[src/rtl/seq_det_multi.sv]
// Multi-pattern serial sequence detector with runtime-programmable patterns,
// selectable overlap mode, per-pattern match pulses and a saturating hit counter.
module seq_det_multi #(
    parameter int NUM_PAT = 4,
    parameter int PAT_W   = 4,
    parameter int CNT_W   = 8,
    parameter logic [NUM_PAT*PAT_W-1:0] DEFAULT_PATS = 16'b0110_1001_1010_1101,
    localparam int IDX_W  = (NUM_PAT > 1) ? $clog2(NUM_PAT) : 1
) (
    input  logic               clock_i,
    input  logic               areset_ni,
    input  logic               valid_i,
    input  logic               in_i,
    input  logic               overlap_i,
    input  logic               clear_i,
    input  logic               cfg_we_i,
    input  logic [IDX_W-1:0]   cfg_idx_i,
    input  logic [PAT_W-1:0]   cfg_pat_i,
    input  logic               cfg_en_i,
    output logic [NUM_PAT-1:0] match_o,
    output logic               out_o,
    output logic [CNT_W-1:0]   hit_cnt_o
);

    localparam int FILL_W = $clog2(PAT_W + 1);

    logic [PAT_W-1:0]   hist_q, hist_d;
    logic [PAT_W-1:0]   cand;
    logic [FILL_W-1:0]  fill_q, fill_d;
    logic [NUM_PAT-1:0] match_q, match_d;
    logic [NUM_PAT-1:0] hit;
    logic [NUM_PAT-1:0] en_q;
    logic               out_q, out_d;
    logic [CNT_W-1:0]   cnt_q, cnt_d;
    logic [PAT_W-1:0]   pat_q [NUM_PAT];
    logic               armed;

    // Hits are evaluated against the table as it stood before this edge.
    always_comb begin
        cand  = {hist_q[PAT_W-2:0], in_i};
        armed = valid_i && (fill_q >= FILL_W'(PAT_W - 1));
        hit   = '0;
        for (int unsigned k = 0; k < NUM_PAT; k++) begin
            hit[k] = armed && en_q[k] && (cand == pat_q[k]);
        end
    end

    always_comb begin
        hist_d  = hist_q;
        fill_d  = fill_q;
        match_d = '0;
        out_d   = 1'b0;
        cnt_d   = cnt_q;
        if (clear_i) begin
            hist_d = '0;
            fill_d = '0;
            cnt_d  = '0;
        end else if (valid_i) begin
            hist_d  = cand;
            match_d = hit;
            out_d   = |hit;
            if (fill_q != FILL_W'(PAT_W)) begin
                fill_d = fill_q + 1'b1;
            end
            if (|hit) begin
                if (!overlap_i) begin
                    fill_d = '0;
                end
                if (cnt_q != '1) begin
                    cnt_d = cnt_q + 1'b1;
                end
            end
        end
    end

    always_ff @(posedge clock_i or negedge areset_ni) begin
        if (!areset_ni) begin
            hist_q  <= '0;
            fill_q  <= '0;
            match_q <= '0;
            out_q   <= 1'b0;
            cnt_q   <= '0;
        end else begin
            hist_q  <= hist_d;
            fill_q  <= fill_d;
            match_q <= match_d;
            out_q   <= out_d;
            cnt_q   <= cnt_d;
        end
    end

    // Out-of-range indices match no entry, so such writes fall through.
    always_ff @(posedge clock_i or negedge areset_ni) begin
        if (!areset_ni) begin
            en_q <= '1;
            for (int unsigned k = 0; k < NUM_PAT; k++) begin
                pat_q[k] <= DEFAULT_PATS[k*PAT_W +: PAT_W];
            end
        end else if (cfg_we_i) begin
            for (int unsigned k = 0; k < NUM_PAT; k++) begin
                if (cfg_idx_i == IDX_W'(k)) begin
                    pat_q[k] <= cfg_pat_i;
                    en_q[k]  <= cfg_en_i;
                end
            end
        end
    end

    assign match_o   = match_q;
    assign out_o     = out_q;
    assign hit_cnt_o = cnt_q;

endmodule

[config.mk]
export PLATFORM = sky130hd
export DESIGN_NAME = seq_det_multi
export DESIGN_NICKNAME = d
export VERILOG_FILES = /design/src/rtl/seq_det_multi.sv
export SDC_FILE = /design/constraint.sdc
export NUM_CORES = 1
export LEC_CHECK = 0
export ABC_AREA = 1
export ABC_CLOCK_PERIOD_IN_PS = 4700
export CAP_MARGIN = 20
export CORE_ASPECT_RATIO = 0.9
export CORE_UTILIZATION = 31
export DETAILED_ROUTE_END_ITERATION = 6
export HOLD_SLACK_MARGIN = 0.06
export RECOVER_POWER = 100
export SETUP_SLACK_MARGIN = 0.4
export SLEW_MARGIN = 10
export SYNTH_ARGS = -nofsm -noshare
export SYNTH_HDL_FRONTEND = slang
export SYNTH_SLANG_ARGS = --single-unit
[constraint.sdc]
create_clock -name clock_i -period 4.7 [get_ports clock_i]
set_input_delay 0.94 -clock clock_i [delete_from_list [all_inputs] [get_ports clock_i]]
set_output_delay 0.94 -clock clock_i [all_outputs]
set_load 0.01 [all_outputs]
==> results of run 1 <==
## area by class of cell
type | count | area share, %
flip-flops and latches | 39 | 39.6
well taps | 87 | 4.35
repair buffers | 26 | 10.1
inverters | 46 | 6.89
clock buffers | 8 | 4.00
multi-input cells | 182 | 35.0
## layer usage
metal  part of all wire (%)  vias up
met4                    1.5        0
met2                     45       22
li1                       -      907
met3                    2.6        5
met5                      0        -
met1                     51      765
## metrics by stage
stage                     cells  setup WS (ns)  power (mW)
after CTS                   388           2.41       0.774
after global routing        388           1.71       0.811
after floorplan             269           2.86       0.481
final                       388           2.03       0.761
after detailed placement    380           2.10       0.525
after global placement      380           2.15       0.523
## Yosys cell counts
library cell / n / area (um2)
o21ai_0: 21 / 105
buf_2: 1 / 5.00
nand4_1: 10 / 62.6
o21ai_2: 2 / 17.5
inv_2: 1 / 3.75
dfstp_2: 13 / 342
clkbuf_1: 1 / 3.75
o22ai_1: 3 / 18.8
nor2_1: 19 / 71.3
dfrtp_1: 26 / 651
nand3b_2: 1 / 11.3
a21oi_4: 1 / 16.3
nand3_2: 1 / 10.0
ha_1: 4 / 50.1
nor3_1: 4 / 20.0
nor2_2: 3 / 18.8
nand2_4: 2 / 22.5
inv_1: 45 / 169
o21ai_1: 1 / 5.00
xor2_1: 6 / 52.6
a21oi_1: 2 / 10.0
nand3_1: 16 / 80.1
nand2_2: 3 / 18.8
nand2_1: 83 / 312
## critical path, stage by stage
cell and delay (ns):
dlygate4sd3_1 0.62, inv_1 0.13, nand2_1 0.08, nand2_1 0.05
nor2_1 0.08, nand2_1 0.10, nor2_2 0.09, nor2_1 0.06
nand2_1 0.25, nand2_1 0.27, nand3_1 0.12, nand2_1 0.06
## worst paths after layout
kind | from | end | slack, ns | cells past startpoint
setup / recovery | in_i | hit_cnt_o[6]$_DFFE_PN0P_ | 2.03 | 12
hold / removal | pat_q[5]$_DFFE_PN0P_ | pat_q[5]$_DFFE_PN0P_ | 0.49 | 2
hold reg to reg | pat_q[5]$_DFFE_PN0P_ | pat_q[5]$_DFFE_PN0P_ | 0.49 | 2
max in group asynchronous | areset_ni | fill_q[0]$_DFFE_PN0P_ | 2.28 | 1
setup reg to reg | fill_q[0]$_DFFE_PN0P_ | hit_cnt_o[6]$_DFFE_PN0P_ | 2.56 | 11
min in group asynchronous | areset_ni | pat_q[0]$_DFFE_PN0P_ | 1.24 | 1
## kinds of logic after synthesis
family | Yosys count | share of synthesized area, %
buf+inv | 48 | 8.74
fa+ha+maj | 4 | 2.41
simple gates | 142 | 30.2
xor+xnor | 6 | 2.53
compound gates | 30 | 8.32
flops | 39 | 47.8
## power groups by stage
| stage | sequential (mW) | combinational, mW | clock (mW) |
|---|---|---|---|
| finish | 0.405 | 0.112 | 0.244 |
| global route | 0.410 | 0.134 | 0.267 |
| CTS | 0.405 | 0.114 | 0.255 |
| detailed placement | 0.411 | 0.114 | 0 |
| global placement | 0.410 | 0.113 | 0 |
| floorplan | 0.403 | 0.0784 | 0 |
## sequential cells by signal, indices dropped and copies added, names as in the netlist
register,flops
pat_q,16
hit_cnt_o,8
en_q,4
match_o,4
fill_q,3
hist_q,3
out_o,1
==> reports/qor.csv, run 1 <==
stage,metric,value,unit
sta,Slew @ Worst Pin,2.06,ns
routing,First-pass DRT Iterations,4,
critical_path,crit start category,input port,
yosys,Mean Syn Cell Area,7.72,um2
critical_path,CP Max Fanout,10,
grt,Tot GR Track Use,14.3,%
clock_network,Post-CTS Repair Setup Buffers,0,
floorplan,Die Ht,79.6,um
floorplan,starting density of the core,33.0,%
sta,clk_skew,0.00783,ns
critical_path,WP data required,4.87,ns
grt,global-route wire length before repair,7.69,mm
floorplan,die area,7030,um2
critical_path,WP data arrival,2.85,ns
sta,RSZ-0062 raised after global routing,no,
routing,Routed WL,4.35,mm
layout,Final Cell Area,2500,um2
sta,worst hold slack,0.495,ns
layout,fillcell total,676,
layout,"commonest non-fill, non-tap cells in the layout","86 x nand2_1, 45 x inv_1, 26 x dfrtp_1",
clock_network,clk buf depth,2,
routing,drt wl/cell,11.2,um
yosys,Yosys reg bits,39,
floorplan,# IOs,27,
clock_network,CTS H-tree lvls,2,
grt,met2 Usage GRT,21.5,%
pwr,switching power,204,uW
pwr,internal power,557,uW
yosys,Netlist cell types,24,
pwr,Max IR drop VDD,0.000113,V
layout,Multi-input gate area,877,um2
layout,final layout net count,318,
sta,fin crit share,56.9,%
pwr,share of total power in combinational logic,14.7,%
critical_path,critical setup path kind,in2reg,
grt,grt total ovfl,0,
floorplan,Die W,88.3,um
pwr,switching share of power,26.8,%
yosys,Mapped Cells,269,
pwr,sequential power share,53.2,%
floorplan,core area,6280,um2
routing,vias,1699,
worst_hold_path,Worst Hold Class,reg2reg,
pwr,Pwr Density,304,nW/um2
pwr,Clk pwr share,32.1,%
sta,Final Critical Period,2.67,ns
sta,max frequency,374,MHz
yosys,Netlist Area Pre-Place,2080,um2
yosys,Ys Warns,0,
layout,ant diodes,0,
yosys,post-synthesis sequential area ratio,47.8,%
clock_network,PostCTS Resize Cnt,0,
layout,Syn-to-layout area delta,20.7,%
clock_network,clk slew on worst S/H paths,0.07,ns
critical_path,crit end category,flop,
placement,DP Area,2430,um2
clock_network,clock buffer count from CTS,5,
grt,met1 Usage GRT,20.2,%
clock_network,CTS Hold Bufs,0,
routing,Iter 0 DRT Violations,113,
placement,I/O Buffers,26,
placement,gp weighted congestion,0.779,
status,failing checks,"max-capacitance violations, max-slew violations",
sta,Slew Limit Headroom,-37.3,%
layout,register area,992,um2
grt,met3 usage,2.28,%
yosys,Syn Nets,287,
layout,layout cells sized above 1,9.63,%
grt,vias in the first global route,1663,
sta,Fin. Hold Viols,0,
layout,"commonest non-fill, non-tap cell in the layout",nand2_1,
grt,largest net degree at the start of global routing,40,
sta,Max Slew Vio Count,40,
clock_network,clock latency at the later pin of the worst-skew pair,0.29,ns
clock_network,Clock Sinks,39,
sta,setup violators final,0,
clock_network,CTS tree,yes,
floorplan,Placement Rows,27,
clock_network,root buf cell,clkbuf_8,
run,max cap viols,1,
layout,post-route core utilization,39.9,%
routing,vias per cell,4.38,
pwr,static leakage,1.30,nW
routing,DR DRC count,0,
status,outcome,"finished, violations left",
sta,Setup Total Neg Slack,0,ns
routing,"antenna viol nets, final",0,
grt,global routing's busiest layer,met2,
placement,detailed placement HPWL,3.25,mm
grt,initial antenna violation count,0,
Note: power is estimated with default switching activity, not from simulation.
==> run 2: changes to the inputs <==
--- a/config.mk
+++ b/config.mk
@@ -6,7 +6,7 @@
 export NUM_CORES = 1
 export LEC_CHECK = 0
 export ABC_AREA = 1
-export ABC_CLOCK_PERIOD_IN_PS = 4700
+export ABC_CLOCK_PERIOD_IN_PS = 2600
 export CAP_MARGIN = 20
 export CORE_ASPECT_RATIO = 0.9
 export CORE_UTILIZATION = 31
==> constraint.sdc (replaced) <==
create_clock -name clock_i -period 2.6 [get_ports clock_i]
set_input_delay 0.52 -clock clock_i [delete_from_list [all_inputs] [get_ports clock_i]]
set_output_delay 0.52 -clock clock_i [all_outputs]
set_load 0.01 [all_outputs]
==> run 2 against run 1 <==
  * The run now ends clean
  * Sequential share of layout area decreased by 0.26 points
  * Hold slack worse by 0.16 ns
  * Non-clock buffer count is the same
  * Register-to-register slack got worse by 1.9 ns
  * Count of clock-buffer cells in the layout unchanged
  * Sequential power up 81%
  * Wire length grew 0.60%
  * Sequential cell count stayed put
  * Via count up 1.9%
  * Clock skew shrank 0.0037 ns
==> reports/qor.csv, run 2 (same netlist as run 1, synthesis figures left out) <==
stage,metric,value,unit
placement,I/O Buffers,26,
sta,Final Critical Period,2.02,ns
layout,Syn-to-layout area delta,21.5,%
clock_network,Post-CTS Repair Setup Buffers,0,
routing,vias per cell,4.46,
layout,Final Non-Filler Cells,388,
sta,Fin. Hold Viols,0,
clock_network,clk slew on worst S/H paths,0.07,ns
grt,vias in the first global route,1669,
critical_path,WP data required,2.83,ns
layout,ant diodes,0,
grt,largest net degree at the start of global routing,40,
floorplan,core area,6280,um2
routing,Iter 0 DRT Violations,147,
sta,Slew Limit Headroom,42.8,%
placement,gp weighted congestion,0.775,
status,outcome,"complete, no violations",
grt,grt total ovfl,0,
clock_network,PostCTS Resize Cnt,0,
sta,Slew @ Worst Pin,0.858,ns
floorplan,starting density of the core,33.0,%
critical_path,WP data arrival,2.25,ns
layout,Largest register FFs,16,
critical_path,critical setup path kind,in2reg,
layout,"commonest non-fill, non-tap cell in the layout",nand2_1,
sta,Setup Total Neg Slack,0,ns
clock_network,clock buffer count from CTS,5,
sta,worst hold slack,0.339,ns
floorplan,# IOs,27,
sta,fin crit share,77.7,%
grt,initial antenna violation count,0,
worst_hold_path,Worst Hold Class,in2async,
layout,layout cells sized above 1,10.6,%
routing,Routed WL,4.38,mm
clock_network,CTS Hold Bufs,0,
clock_network,root buf cell,clkbuf_8,
routing,DR DRC count,0,
routing,drt wl/cell,11.3,um
clock_network,CTS tree,yes,
placement,placed cells,380,
clock_network,clock latency at the later pin of the worst-skew pair,0.29,ns
clock_network,Clock Sinks,39,
sta,setup violators final,0,
placement,DP Area,2430,um2
layout,Final Cell Area,2520,um2
routing,vias,1731,
pwr,Pwr Density,549,nW/um2
floorplan,die area,7030,um2
layout,final layout net count,318,
placement,detailed placement HPWL,3.27,mm
grt,Tot GR Track Use,14.5,%
pwr,Max IR drop VDD,0.000182,V
sta,Max Slew Vio Count,0,
run,max cap viols,0,
pwr,static leakage,1.30,nW
critical_path,CP Max Fanout,10,
layout,"commonest non-fill, non-tap cells in the layout","84 x nand2_1, 45 x inv_1, 26 x dfrtp_1",
routing,First-pass DRT Iterations,4,
critical_path,crit start category,input port,
sta,RSZ-0062 raised after global routing,no,
floorplan,Die W,88.3,um
sta,max frequency,495,MHz
layout,Largest Register,pat_q,
grt,global-route wire length before repair,7.87,mm
floorplan,Placement Rows,27,
sta,clk_skew,0.00415,ns
clock_network,clk buf depth,2,
clock_network,CTS H-tree lvls,2,
critical_path,crit end category,flop,
routing,"antenna viol nets, final",0,
floorplan,Die Ht,79.6,um
## run 2: per-stage QoR
step / util (%) / setup WS (ns) / total power [mW]
6_report: 40.1 / 0.580 / 1.38
5_1_grt: 40.1 / 0.379 / 1.48
4_1_cts: 40.3 / 0.685 / 1.40
3_5_place_dp: 38.7 / 0.433 / 0.948
3_3_place_gp: 38.7 / 0.471 / 0.945
2_1_floorplan: - / 0.899 / 0.870
## run 2: routing by layer
metal  routed length [um]  vias to the layer above  global-route usage, %
met5                    0                        -                      0
met4                   73                        0                   5.32
li1                     -                      907                      -
met3                  170                        5                   2.79
met1                 2190                      789                   21.2
met2                 1940                       30                   21.0
## run 2: where the power goes
group | switching [mW] | leakage, nW | internal (mW)
Clock | 0.207 | 0.0515 | 0.242
Combinational | 0.124 | 0.762 | 0.0796
Sequential | 0.0456 | 0.487 | 0.686
Total | 0.377 | 1.30 | 1.01
## run 2: critical path: stages
cell and delay [ns]:
dlygate4sd3_1 0.60, inv_1 0.16, nand2_1 0.07, nand2_1 0.07, nor2_1 0.04, nand2_1 0.10
nor2_2 0.04, nor2_1 0.21, nand2_4 0.14, nand2_4 0.12, nand3_1 0.08, nand2_1 0.08
## run 2: worst paths after layout
kind	startpoint	end	slack [ns]	cells past startpoint
worst max-delay path	in_i	hit_cnt_o[6]$_DFFE_PN0P_	0.58	12
worst min-delay path	areset_ni	pat_q[0]$_DFFE_PN0P_	0.34	1
worst max register to register	fill_q[0]$_DFFE_PN0P_	hit_cnt_o[6]$_DFFE_PN0P_	0.65	11
worst min register to register	pat_q[13]$_DFFE_PN0P_	pat_q[13]$_DFFE_PN0P_	0.49	2
max in group asynchronous	areset_ni	match_o[0]$_DFF_PN0_	1.73	1
min in group clock_i	pat_q[13]$_DFFE_PN0P_	pat_q[13]$_DFFE_PN0P_	0.49	2
## run 2: layout make-up
cell class / instances / area, um2
Clock buffer: 8 / 100
Multi-Input combinational cell: 182 / 892
Timing Repair Buffer: 26 / 255
Inverter: 46 / 173
Sequential cell: 39 / 992
Tap cell: 87 / 109
Fill cell: 658 / 3760
